<file path="src/rtl/mem_port_arbiter_if.sv">
// Bundle of fetch-port, data-port and memory-side signals around the port arbiter.
// master: the environment (core driving requests, memory returning m_rdata).
// slave: the arbiter itself.
interface mem_port_arbiter_if #(
  parameter int ADDR_W = 32
);
  // fetch port
  logic [15:0]       i_addr;
  logic              i_oe;
  logic [31:0]       i_rdata;
  logic              i_valid;
  // data port
  logic [31:0]       d_addr;
  logic [3:0]        d_oe;
  logic [3:0]        d_we;
  logic [31:0]       d_wdata;
  logic [31:0]       d_rdata;
  logic              d_valid;
  logic              d_ready;
  // memory side
  logic [ADDR_W-1:0] m_addr;
  logic [3:0]        m_oe;
  logic [3:0]        m_we;
  logic [31:0]       m_wdata;
  logic [31:0]       m_rdata;

  modport master (
    output i_addr, i_oe, d_addr, d_oe, d_we, d_wdata, m_rdata,
    input  i_rdata, i_valid, d_rdata, d_valid, d_ready,
    input  m_addr, m_oe, m_we, m_wdata
  );

  modport slave (
    input  i_addr, i_oe, d_addr, d_oe, d_we, d_wdata, m_rdata,
    output i_rdata, i_valid, d_rdata, d_valid, d_ready,
    output m_addr, m_oe, m_we, m_wdata
  );
endinterface

</file>
<file path="src/rtl/mem_port_arbiter.sv">
// Shares one fixed-latency single-port memory between fetch and data ports; data wins, starvation-guarded fetch.
// Latency: request at t -> m_* at t+1 -> valid pulse at t+1+LAT, plus one cycle per arbitration loss.
// Backpressure: a loser waits in a one-deep pend register; d_ready drops while the data pend is full.
module mem_port_arbiter #(
  parameter int ADDR_W    = 32,
  parameter int LAT       = 1,
  parameter int IWAIT_MAX = 2
) (
  input  logic               clk,
  input  logic               rst_n,
  mem_port_arbiter_if.slave  bus
);
  localparam int CW = (IWAIT_MAX < 2) ? 1 : $clog2(IWAIT_MAX + 1);

  // pending (lost) requests
  logic              i_pend;
  logic [15:0]       i_pend_addr;
  logic              d_pend;
  logic [31:0]       d_pend_addr;
  logic [3:0]        d_pend_oe;
  logic [3:0]        d_pend_we;
  logic [31:0]       d_pend_wdata;
  logic [CW-1:0]     starve_cnt;
  logic              d_ready_q;

  // registered memory command
  logic [ADDR_W-1:0] m_addr_q;
  logic [3:0]        m_oe_q;
  logic [3:0]        m_we_q;
  logic [31:0]       m_wdata_q;

  // in-flight read tags: stage k is valid k cycles after the command is on m_*
  logic [LAT:0]      tag_vld;
  logic [LAT:0]      tag_is_d;

  // candidate selection: a pend entry shadows any new request on that port
  logic              i_cand, d_cand, i_force, grant_i, grant_d;
  logic [15:0]       i_sel_addr;
  logic [31:0]       d_sel_addr, d_sel_wdata;
  logic [3:0]        d_sel_oe, d_sel_we;

  assign i_cand      = bus.i_oe | i_pend;
  assign d_cand      = (|bus.d_oe) | (|bus.d_we) | d_pend;
  assign i_sel_addr  = i_pend ? i_pend_addr  : bus.i_addr;
  assign d_sel_addr  = d_pend ? d_pend_addr  : bus.d_addr;
  assign d_sel_oe    = d_pend ? d_pend_oe    : bus.d_oe;
  assign d_sel_we    = d_pend ? d_pend_we    : bus.d_we;
  assign d_sel_wdata = d_pend ? d_pend_wdata : bus.d_wdata;

  // only a fetch that has already been waiting can be forced past data
  assign i_force = i_pend && (starve_cnt == CW'(IWAIT_MAX));
  assign grant_d = d_cand && !i_force;
  assign grant_i = i_cand && !grant_d;

  // arbitration state: pend capture, starvation counter, ready flag
  always_ff @(posedge clk or negedge rst_n) begin
    if (!rst_n) begin
      i_pend       <= 1'b0;
      i_pend_addr  <= '0;
      d_pend       <= 1'b0;
      d_pend_addr  <= '0;
      d_pend_oe    <= '0;
      d_pend_we    <= '0;
      d_pend_wdata <= '0;
      starve_cnt   <= '0;
      d_ready_q    <= 1'b1;
    end else begin
      // a new request arriving while pend is full is dropped: pend keeps its contents
      if (i_cand && !grant_i) begin
        i_pend <= 1'b1;
        if (!i_pend) i_pend_addr <= bus.i_addr;
      end else begin
        i_pend <= 1'b0;
      end

      if (d_cand && !grant_d) begin
        d_pend <= 1'b1;
        if (!d_pend) begin
          d_pend_addr  <= bus.d_addr;
          d_pend_oe    <= bus.d_oe;
          d_pend_we    <= bus.d_we;
          d_pend_wdata <= bus.d_wdata;
        end
      end else begin
        d_pend <= 1'b0;
      end

      d_ready_q <= !(d_cand && !grant_d);

      if (grant_i)
        starve_cnt <= '0;
      else if (i_pend && starve_cnt != CW'(IWAIT_MAX))
        starve_cnt <= starve_cnt + 1'b1;
    end
  end

  // issue the winner onto the memory command registers
  always_ff @(posedge clk or negedge rst_n) begin
    if (!rst_n) begin
      m_addr_q  <= '0;
      m_oe_q    <= '0;
      m_we_q    <= '0;
      m_wdata_q <= '0;
    end else if (grant_d) begin
      m_addr_q  <= ADDR_W'(d_sel_addr);
      m_oe_q    <= d_sel_oe | d_sel_we;
      m_we_q    <= d_sel_we;
      m_wdata_q <= d_sel_wdata;
    end else if (grant_i) begin
      m_addr_q  <= ADDR_W'(i_sel_addr);
      m_oe_q    <= 4'b1111;
      m_we_q    <= 4'b0000;
    end else begin
      m_oe_q    <= 4'b0000;
      m_we_q    <= 4'b0000;
    end
  end

  // tag pipeline: reads only, so writes never produce a valid pulse
  always_ff @(posedge clk or negedge rst_n) begin
    if (!rst_n) begin
      tag_vld  <= '0;
      tag_is_d <= '0;
    end else begin
      tag_vld  <= {tag_vld[LAT-1:0],  (grant_d ? (d_sel_we == 4'b0000) : grant_i)};
      tag_is_d <= {tag_is_d[LAT-1:0], grant_d};
    end
  end

  assign bus.m_addr  = m_addr_q;
  assign bus.m_oe    = m_oe_q;
  assign bus.m_we    = m_we_q;
  assign bus.m_wdata = m_wdata_q;
  assign bus.d_ready = d_ready_q;
  assign bus.i_rdata = bus.m_rdata;
  assign bus.d_rdata = bus.m_rdata;
  assign bus.i_valid = tag_vld[LAT] & ~tag_is_d[LAT];
  assign bus.d_valid = tag_vld[LAT] &  tag_is_d[LAT];
endmodule
</file>
<file path="src/flat_wrapper.sv">
// flat-port wrapper written by rule: the top's interface ports become plain ports
module mem_port_arbiter_flat 
#(
  parameter int ADDR_W    = 32,
  parameter int LAT       = 1,
  parameter int IWAIT_MAX = 2
)
  (clk, rst_n, bus_i_addr, bus_i_oe, bus_d_addr, bus_d_oe, bus_d_we, bus_d_wdata, bus_m_rdata, bus_i_rdata, bus_i_valid, bus_d_rdata, bus_d_valid, bus_d_ready, bus_m_addr, bus_m_oe, bus_m_we, bus_m_wdata);
  mem_port_arbiter_if #(.ADDR_W(ADDR_W)) bus_i ();
  input  logic clk;
  input  logic rst_n;
  input wire logic [$bits(bus_i.i_addr)-1:0] bus_i_addr;
  input wire logic [$bits(bus_i.i_oe)-1:0] bus_i_oe;
  input wire logic [$bits(bus_i.d_addr)-1:0] bus_d_addr;
  input wire logic [$bits(bus_i.d_oe)-1:0] bus_d_oe;
  input wire logic [$bits(bus_i.d_we)-1:0] bus_d_we;
  input wire logic [$bits(bus_i.d_wdata)-1:0] bus_d_wdata;
  input wire logic [$bits(bus_i.m_rdata)-1:0] bus_m_rdata;
  output wire logic [$bits(bus_i.i_rdata)-1:0] bus_i_rdata;
  output wire logic [$bits(bus_i.i_valid)-1:0] bus_i_valid;
  output wire logic [$bits(bus_i.d_rdata)-1:0] bus_d_rdata;
  output wire logic [$bits(bus_i.d_valid)-1:0] bus_d_valid;
  output wire logic [$bits(bus_i.d_ready)-1:0] bus_d_ready;
  output wire logic [$bits(bus_i.m_addr)-1:0] bus_m_addr;
  output wire logic [$bits(bus_i.m_oe)-1:0] bus_m_oe;
  output wire logic [$bits(bus_i.m_we)-1:0] bus_m_we;
  output wire logic [$bits(bus_i.m_wdata)-1:0] bus_m_wdata;
  assign bus_i.i_addr = bus_i_addr;
  assign bus_i.i_oe = bus_i_oe;
  assign bus_i.d_addr = bus_d_addr;
  assign bus_i.d_oe = bus_d_oe;
  assign bus_i.d_we = bus_d_we;
  assign bus_i.d_wdata = bus_d_wdata;
  assign bus_i.m_rdata = bus_m_rdata;
  assign bus_i_rdata = bus_i.i_rdata;
  assign bus_i_valid = bus_i.i_valid;
  assign bus_d_rdata = bus_i.d_rdata;
  assign bus_d_valid = bus_i.d_valid;
  assign bus_d_ready = bus_i.d_ready;
  assign bus_m_addr = bus_i.m_addr;
  assign bus_m_oe = bus_i.m_oe;
  assign bus_m_we = bus_i.m_we;
  assign bus_m_wdata = bus_i.m_wdata;
  mem_port_arbiter #(.ADDR_W(ADDR_W), .LAT(LAT), .IWAIT_MAX(IWAIT_MAX)) u_core (.clk(clk), .rst_n(rst_n), .bus(bus_i));
endmodule
</file>
<file path="config.mk">
export PLATFORM = sky130hd
export DESIGN_NAME = mem_port_arbiter_flat
export DESIGN_NICKNAME = d
export VERILOG_FILES = /design/src/rtl/mem_port_arbiter_if.sv /design/src/rtl/mem_port_arbiter.sv /design/src/flat_wrapper.sv
export SDC_FILE = /design/constraint.sdc
export NUM_CORES = 1
export LEC_CHECK = 0
export CORE_MARGIN = 2
export CORE_UTILIZATION = 45
export CTS_BUF_LIST = sky130_fd_sc_hd__clkbuf_16
export DETAILED_ROUTE_END_ITERATION = 8
export GPL_TIMING_DRIVEN = 0
export HOLD_SLACK_MARGIN = 0.12
export PLACE_DENSITY = 0.79
export SYNTH_ARGS = -nofsm -noshare
export SYNTH_HDL_FRONTEND = slang
export SYNTH_SLANG_ARGS = --single-unit
</file>
<file path="constraint.sdc">
create_clock -name clk -period 1.8 [get_ports clk]
set_input_delay 0.36 -clock clk [delete_from_list [all_inputs] [get_ports clk]]
set_output_delay 0.36 -clock clk [all_outputs]
set_load 0.005 [all_outputs]
</file>
# Yosys cells after proc, flatten, opt, wreduce, memory -nomap -nowiden
# Index checks and enable logic that the tools add are counted.
[classes]
shift = 0
n_mul = 0
eq_ne = 2
div = 0
n_lt_le_gt_ge = 0
n_bitwise = 7
reduce_logical = 15
n_mux = 15
addsub = 1
[op_table]
columns = ["operator", "count"]
rows = [
  ["two-way mux 32 bit", 4],
  ["two-way mux 4 bit", 5],
  ["two-way mux 16 bit", 1],
  ["OR reduction 4 bit", 2],
  ["logical AND 1 bit", 6],
  ["logical NOT 1 bit", 4],
  ["logical NOT 4 bit", 1],
  ["two-way mux 2 bit", 2],
  ["OR 4 bit", 1],
  ["nonzero test 2 bit", 2],
  ["two-way mux 1 bit", 3],
  ["OR 1 bit", 3],
  ["adder 2 x 1 -> 2 bit (second input constant)", 1],
  ["AND 1 bit", 2],
  ["equality test 2 bit (second input constant)", 1],
  ["!= test 2 bit (second input constant)", 1],
  ["inverter 1 bit", 1],
]
[word_totals]
input_bits = 123
mem_bits_ro = 0
wordCells = 55
ram_bits = 0
reg_bits = 169
mem_count = 0
output_inout_bits = 139
latchBits = 0

# Longest topological paths before layout
[depth]
ltp_word = 9
ltp_mapped = 9

# Least setup slack after synthesis
# No wires, ideal clock.
[synth_path]
path_kind = "input to register"
start = "input bus_d_oe[0]"
end = "register u_core.d_pend_wdata[11]"
path_buffers = 3
t_arrival_ns = 1.586
path_stages = 7
t_required_ns = 1.675
setup_ns = 0.125
setup_slack_ns = 0.089
cell_sequence = "nor4_4 -> and3_1 -> buf_4 -> nor3_4 -> buf_6 -> buf_6 -> mux2_4"
[synth_between]
elab_chain_len = 6
[synth_lines]
columns = ["item", "line", "rtl"]
rows = [
  ["start, declared", "flat_wrapper.sv:15", "input wire logic [$bits(bus_i.d_oe)-1:0] bus_d_oe;"],
  ["OR reduction 4 bit (*)", "mem_port_arbiter.sv:43", "assign d_cand = (|bus.d_oe) | (|bus.d_we) | d_pend;"],
  ["OR 1 bit (*) (2 in series)", "mem_port_arbiter.sv:43", ""],
  ["logical AND 1 bit", "mem_port_arbiter.sv:52", "assign grant_d = d_cand && !i_force;"],
  ["logical NOT 1 bit", "mem_port_arbiter.sv:76", "if (d_cand && !grant_d) begin"],
  ["logical AND 1 bit (*)", "mem_port_arbiter.sv:76", ""],
  ["end signal, assigned", "mem_port_arbiter.sv:82", "d_pend_wdata <= bus.d_wdata;"],
  ["end, declared", "mem_port_arbiter.sv:22", "logic [31:0] d_pend_wdata;"],
]
# Every way passes the cells marked *; elsewhere a longest branch is shown, timed or not.
# A chain may end at the register's enable or synchronous reset.

# Final worst setup path
[layout_path]
start = "register u_core.d_pend"
end = "register u_core.d_pend_wdata[3]"
[layout_between]
elab_chain_len = 4
[layout_lines]
columns = ["item", "line", "rtl"]
rows = [
  ["start, declared", "mem_port_arbiter.sv:18", "logic d_pend;"],
  ["start signal, assigned", "mem_port_arbiter.sv:60", "d_pend <= 1'b0;"],
  ["start signal, assigned", "mem_port_arbiter.sv:77", "d_pend <= 1'b1;"],
  ["start signal, assigned", "mem_port_arbiter.sv:85", "d_pend <= 1'b0;"],
  ["OR 1 bit", "mem_port_arbiter.sv:43", ""],
  ["logical AND 1 bit", "mem_port_arbiter.sv:52", ""],
  ["logical NOT 1 bit", "mem_port_arbiter.sv:76", ""],
  ["logical AND 1 bit", "mem_port_arbiter.sv:76", ""],
]
# Parallel ways exist; a longest one is shown, timed or not.

==> results.sh <==
export IMPL_status="complete, no violations"
export IMPL_endpoint="u_core.d_pend_wdata[3]"
export IMPL_start_util_pct=46.2
export IMPL_cts_reportedPaths_clkPinSlew_ns=0.06
export IMPL_io_buffers=229
export IMPL_post_synth_top_count_cell="dfrtp_1"
export IMPL_core_sq_mm=0.0167
export IMPL_rsz0062_at_grt="yes"
export IMPL_synth_top_area_share_pct=54.5
export IMPL_synth_adder_area_share_pct=0.162
export IMPL_finalSetupViolCount=0
export IMPL_synth_top_area_cell="dfrtp_1"
export IMPL_routed_wl_mm=19.0
export IMPL_synth_top_family_by_area="multiplexers"
export IMPL_postLayoutCoreUtil_pct=66.8
export IMPL_antenna_found_initial=1
export IMPL_cellLeakagePower_uw=0.00478
export IMPL_start_kind="flop"
export IMPL_grt_pass1_vias=5580
export IMPL_clock_sinks=169
export IMPL_die_x_um=135
export IMPL_power_share_sequential_pct=39.5
export IMPL_avgSynthCellArea_sq_um=12.4
export IMPL_period_needed_ns=1.75
export IMPL_place_gp_congestion=0.735
export IMPL_synth_compound_area_share_pct=5.75
export IMPL_clock_latency_ns=0.43
export IMPL_gr_usage_all_layers_pct=21.1
export IMPL_ys_types=34
export IMPL_place_inst=1072
export IMPL_rrSetupSlack_ns=0.05
export IMPL_fillers=1324
export IMPL_wire_per_inst_um=17.0
export IMPL_cts_path_max_buffers=2
export IMPL_ir_drop_mv=0.906
export IMPL_r2r_start="u_core.d_pend"
export IMPL_fmax_mhz=571
export IMPL_switching_power_uw=5080
export IMPL_synthArstFlopShare_pct=100
export IMPL_dr_pass1_iters=4
export IMPL_critPathMaxFanout=10
export IMPL_nNetsFinal=1009
export IMPL_ys_seq_elements=169
export IMPL_die_area_sq_mm=0.0182
export IMPL_maxCapViolations=0
export IMPL_synthSimpleGateAreaFrac_pct=5.79
export IMPL_vias=5523
export IMPL_skew_ns=0.00751
export IMPL_ys_warn_count=0
export IMPL_min_period_over_period_pct=97.3
export IMPL_critPathKind="reg2reg"
export IMPL_power_density_mw_per_mm2=1510
export IMPL_synth_mux_area_share_pct=24.5
export IMPL_tightest_slew_ns=0.560
export IMPL_cts_buffers=17
export IMPL_grt_max_degree=115
export IMPL_synthFlopType="dfrtp_1"
export IMPL_timing_final_max_slew_violations=0
export IMPL_cts_tree="done"
export IMPL_dpl_hpwl_mm=13.6
export IMPL_rr_worst_depth=7
export IMPL_synth_area_leaders="dfrtp_1 (54%), mux2i_1 (11%), mux2_2 (9.3%), buf_4 (6.6%), mux2_4 (3.9%)"
export IMPL_pwr_share_comb_pct=40.9
export IMPL_syn_nets=746
export IMPL_startpoint="u_core.d_pend"
export IMPL_rr_endpoint="u_core.d_pend_wdata[3]"
export IMPL_crit_path_end_kind="flop"
export IMPL_post_route_worst_setup_slack_ns=0.0483
export IMPL_h_tree_depth=4
export IMPL_layout_cells_non_filler=1119
export IMPL_cp_arrival_ns=2.06
export IMPL_syn_area_sq_mm=0.00772
export IMPL_p_int_uw=11800
export IMPL_syn_inst=622
export IMPL_root_buffer="clkbuf_16"
export IMPL_grt_first_pass_wirelength_mm=29.6
export IMPL_overflow=0
export IMPL_avgViaCountPerCell=4.94
export IMPL_postRouteAntennaNets=0
export IMPL_yosysSeqAreaShare_pct=54.8
export IMPL_hold_path_class="in2reg"
export IMPL_worstPathRequired_ns=2.11
export IMPL_slew_headroom_pct=62.6
export IMPL_die_y_um=135
export IMPL_drtIter0Drc=185
export IMPL_dp_slack_ns=-0.771
export IMPL_layout_drive_gt1_share_pct=26.2
export IMPL_yosys_area_share_xor_xnor_pct=0.113
export IMPL_pwr_share_clk_pct=19.6
export IMPL_synth_edf_count=0
export IMPL_finalHoldViolCount=0
export IMPL_drc=0
export IMPL_sw_frac_of_total_pct=30.1
export IMPL_yosys_top_cells_count="dfrtp_1 (168), mux2i_1 (87), buf_4 (68)"
export IMPL_row_count=47
export IMPL_ioPinCount=262
export IMPL_area_growth_pct=44.5
[worst max-delay path, cell delays in order, from the launching register on]
cell and delay (ns):
dfrtp_1 0.39, nor2_4 0.05, and3_4 0.16, buf_6 0.12, nor3_4 0.23, buf_4 0.18
buf_6 0.16, mux2_2 0.35
[kinds of logic after synthesis]
kind of cell,after synthesis
mux,171
flops,169
buf+inv,103
simple gates,102
compound gates,75
xor+xnor,1
fa+ha+maj,1
[how the worst min path moves through the flow]
stage	depth (start not counted)	from	endpoint	slack [ns]
floorplan	0	rst_n	u_core.bus.m_addr[0]	0.06
global placement	0	u_core.tag_is_d[0]	u_core.tag_is_d[1]	0.33
detailed placement	1	rst_n	u_core.d_pend_addr[19]	0.31
CTS	0	u_core.tag_is_d[0]	u_core.tag_is_d[1]	0.35
global route	2	bus_d_oe[2]	u_core.d_pend_oe[2]	0.29
finish	2	bus_d_oe[2]	u_core.d_pend_oe[2]	0.30
[state kept, by name, indices dropped and copies added, names as in the netlist, 2 cells and up]
signal	cells
u_core.bus.m_addr	32
u_core.bus.m_wdata	32
u_core.d_pend_addr	32
u_core.d_pend_wdata	32
u_core.i_pend_addr	16
u_core.bus.m_oe	4
u_core.bus.m_we	4
u_core.d_pend_oe	4
u_core.d_pend_we	4
u_core.starve_cnt	2
u_core.tag_is_d	2
u_core.tag_vld	2
[timing repair]
| action | CTS | global route |
|---|---|---|
| setup endpoints to repair | 153 | 142 |
| hold endpoints to repair | 55 | 0 |
| hold buffers | 1 | 0 |
| buffers inserted | 7 | 5 |
| pin swaps | 3 | 4 |
| gates cloned | 1 | 1 |
| gates resized for setup | 37 | 33 |
[layer usage]
layer | routed length, um | up-vias | share of wire, % | GRT usage (%)
met2 | 9720 | 186 | 51 | 36.4
li1 | - | 2621 | - | -
met5 | 0 | - | 0 | 0
met1 | 7500 | 2695 | 40 | 25.0
met3 | 1520 | 21 | 8.0 | 7.51
met4 | 237 | 0 | 1.2 | 5.90
[power groups by stage]
stage               registers [uW]  clock network [uW]  logic (uW)
floorplan                     6570                   0        3660
global placement              6660                   0        6460
detailed placement            6710                   0        6620
CTS                           6680                3380        6880
global route                  6900                3540        7480
finish                        6680                3300        6910
[cell usage in the layout (no fill, tap or decap), types with 2 or more instances in the layout]
master	instances
mux2_2	61
clkdlybuf4s50_1	217
clkbuf_16	18
buf_8	4
mux2_4	23
dlygate4sd2_1	7
and2_1	2
dlymetal6s2s_1	4
nand2_1	44
clkinvlp_4	4
nor2b_1	2
o221ai_1	16
clkbuf_4	2
dfrtp_1	168
inv_1	8
o21ai_0	17
nand2b_1	3
buf_6	7
clkbuf_2	8
mux2i_1	87
clkinv_2	2
clkinv_1	2
buf_2	9
nor3_4	2
nor2_4	2
buf_12	2
nor2_1	41
buf_4	80
buf_16	2
a21oi_1	38
[metrics by stage]
stage / setup TNS (ns) / hold slack, ns / instance area (sq um) / total power, uW
2_1_floorplan: 0 / 0.0644 / 7720 / 10200
3_5_place_dp: -104.65 / 0.307 / 10300 / 13300
3_3_place_gp: -1224.43 / 0.332 / 10300 / 13100
6_report: 0 / 0.295 / 11200 / 16900
4_1_cts: 0 / 0.350 / 11000 / 16900
5_1_grt: -0.237 / 0.286 / 11200 / 17900
[final cells by class]
class                   instances  area, sq um  share of cell area (%)
flip-flops and latches        169         4230                    37.9
multi-input cells             350         2860                    25.6
repair buffers                245         2490                    22.3
plain buffers                  99          767                    6.88
clock buffers                  17          425                    3.81
well taps                     220          275                    2.47
clock inverters                15          100                   0.897
inverters                       3         11.3                   0.101
diodes                          1         2.50                  0.0224
Power figures use the tool's default switching activity.
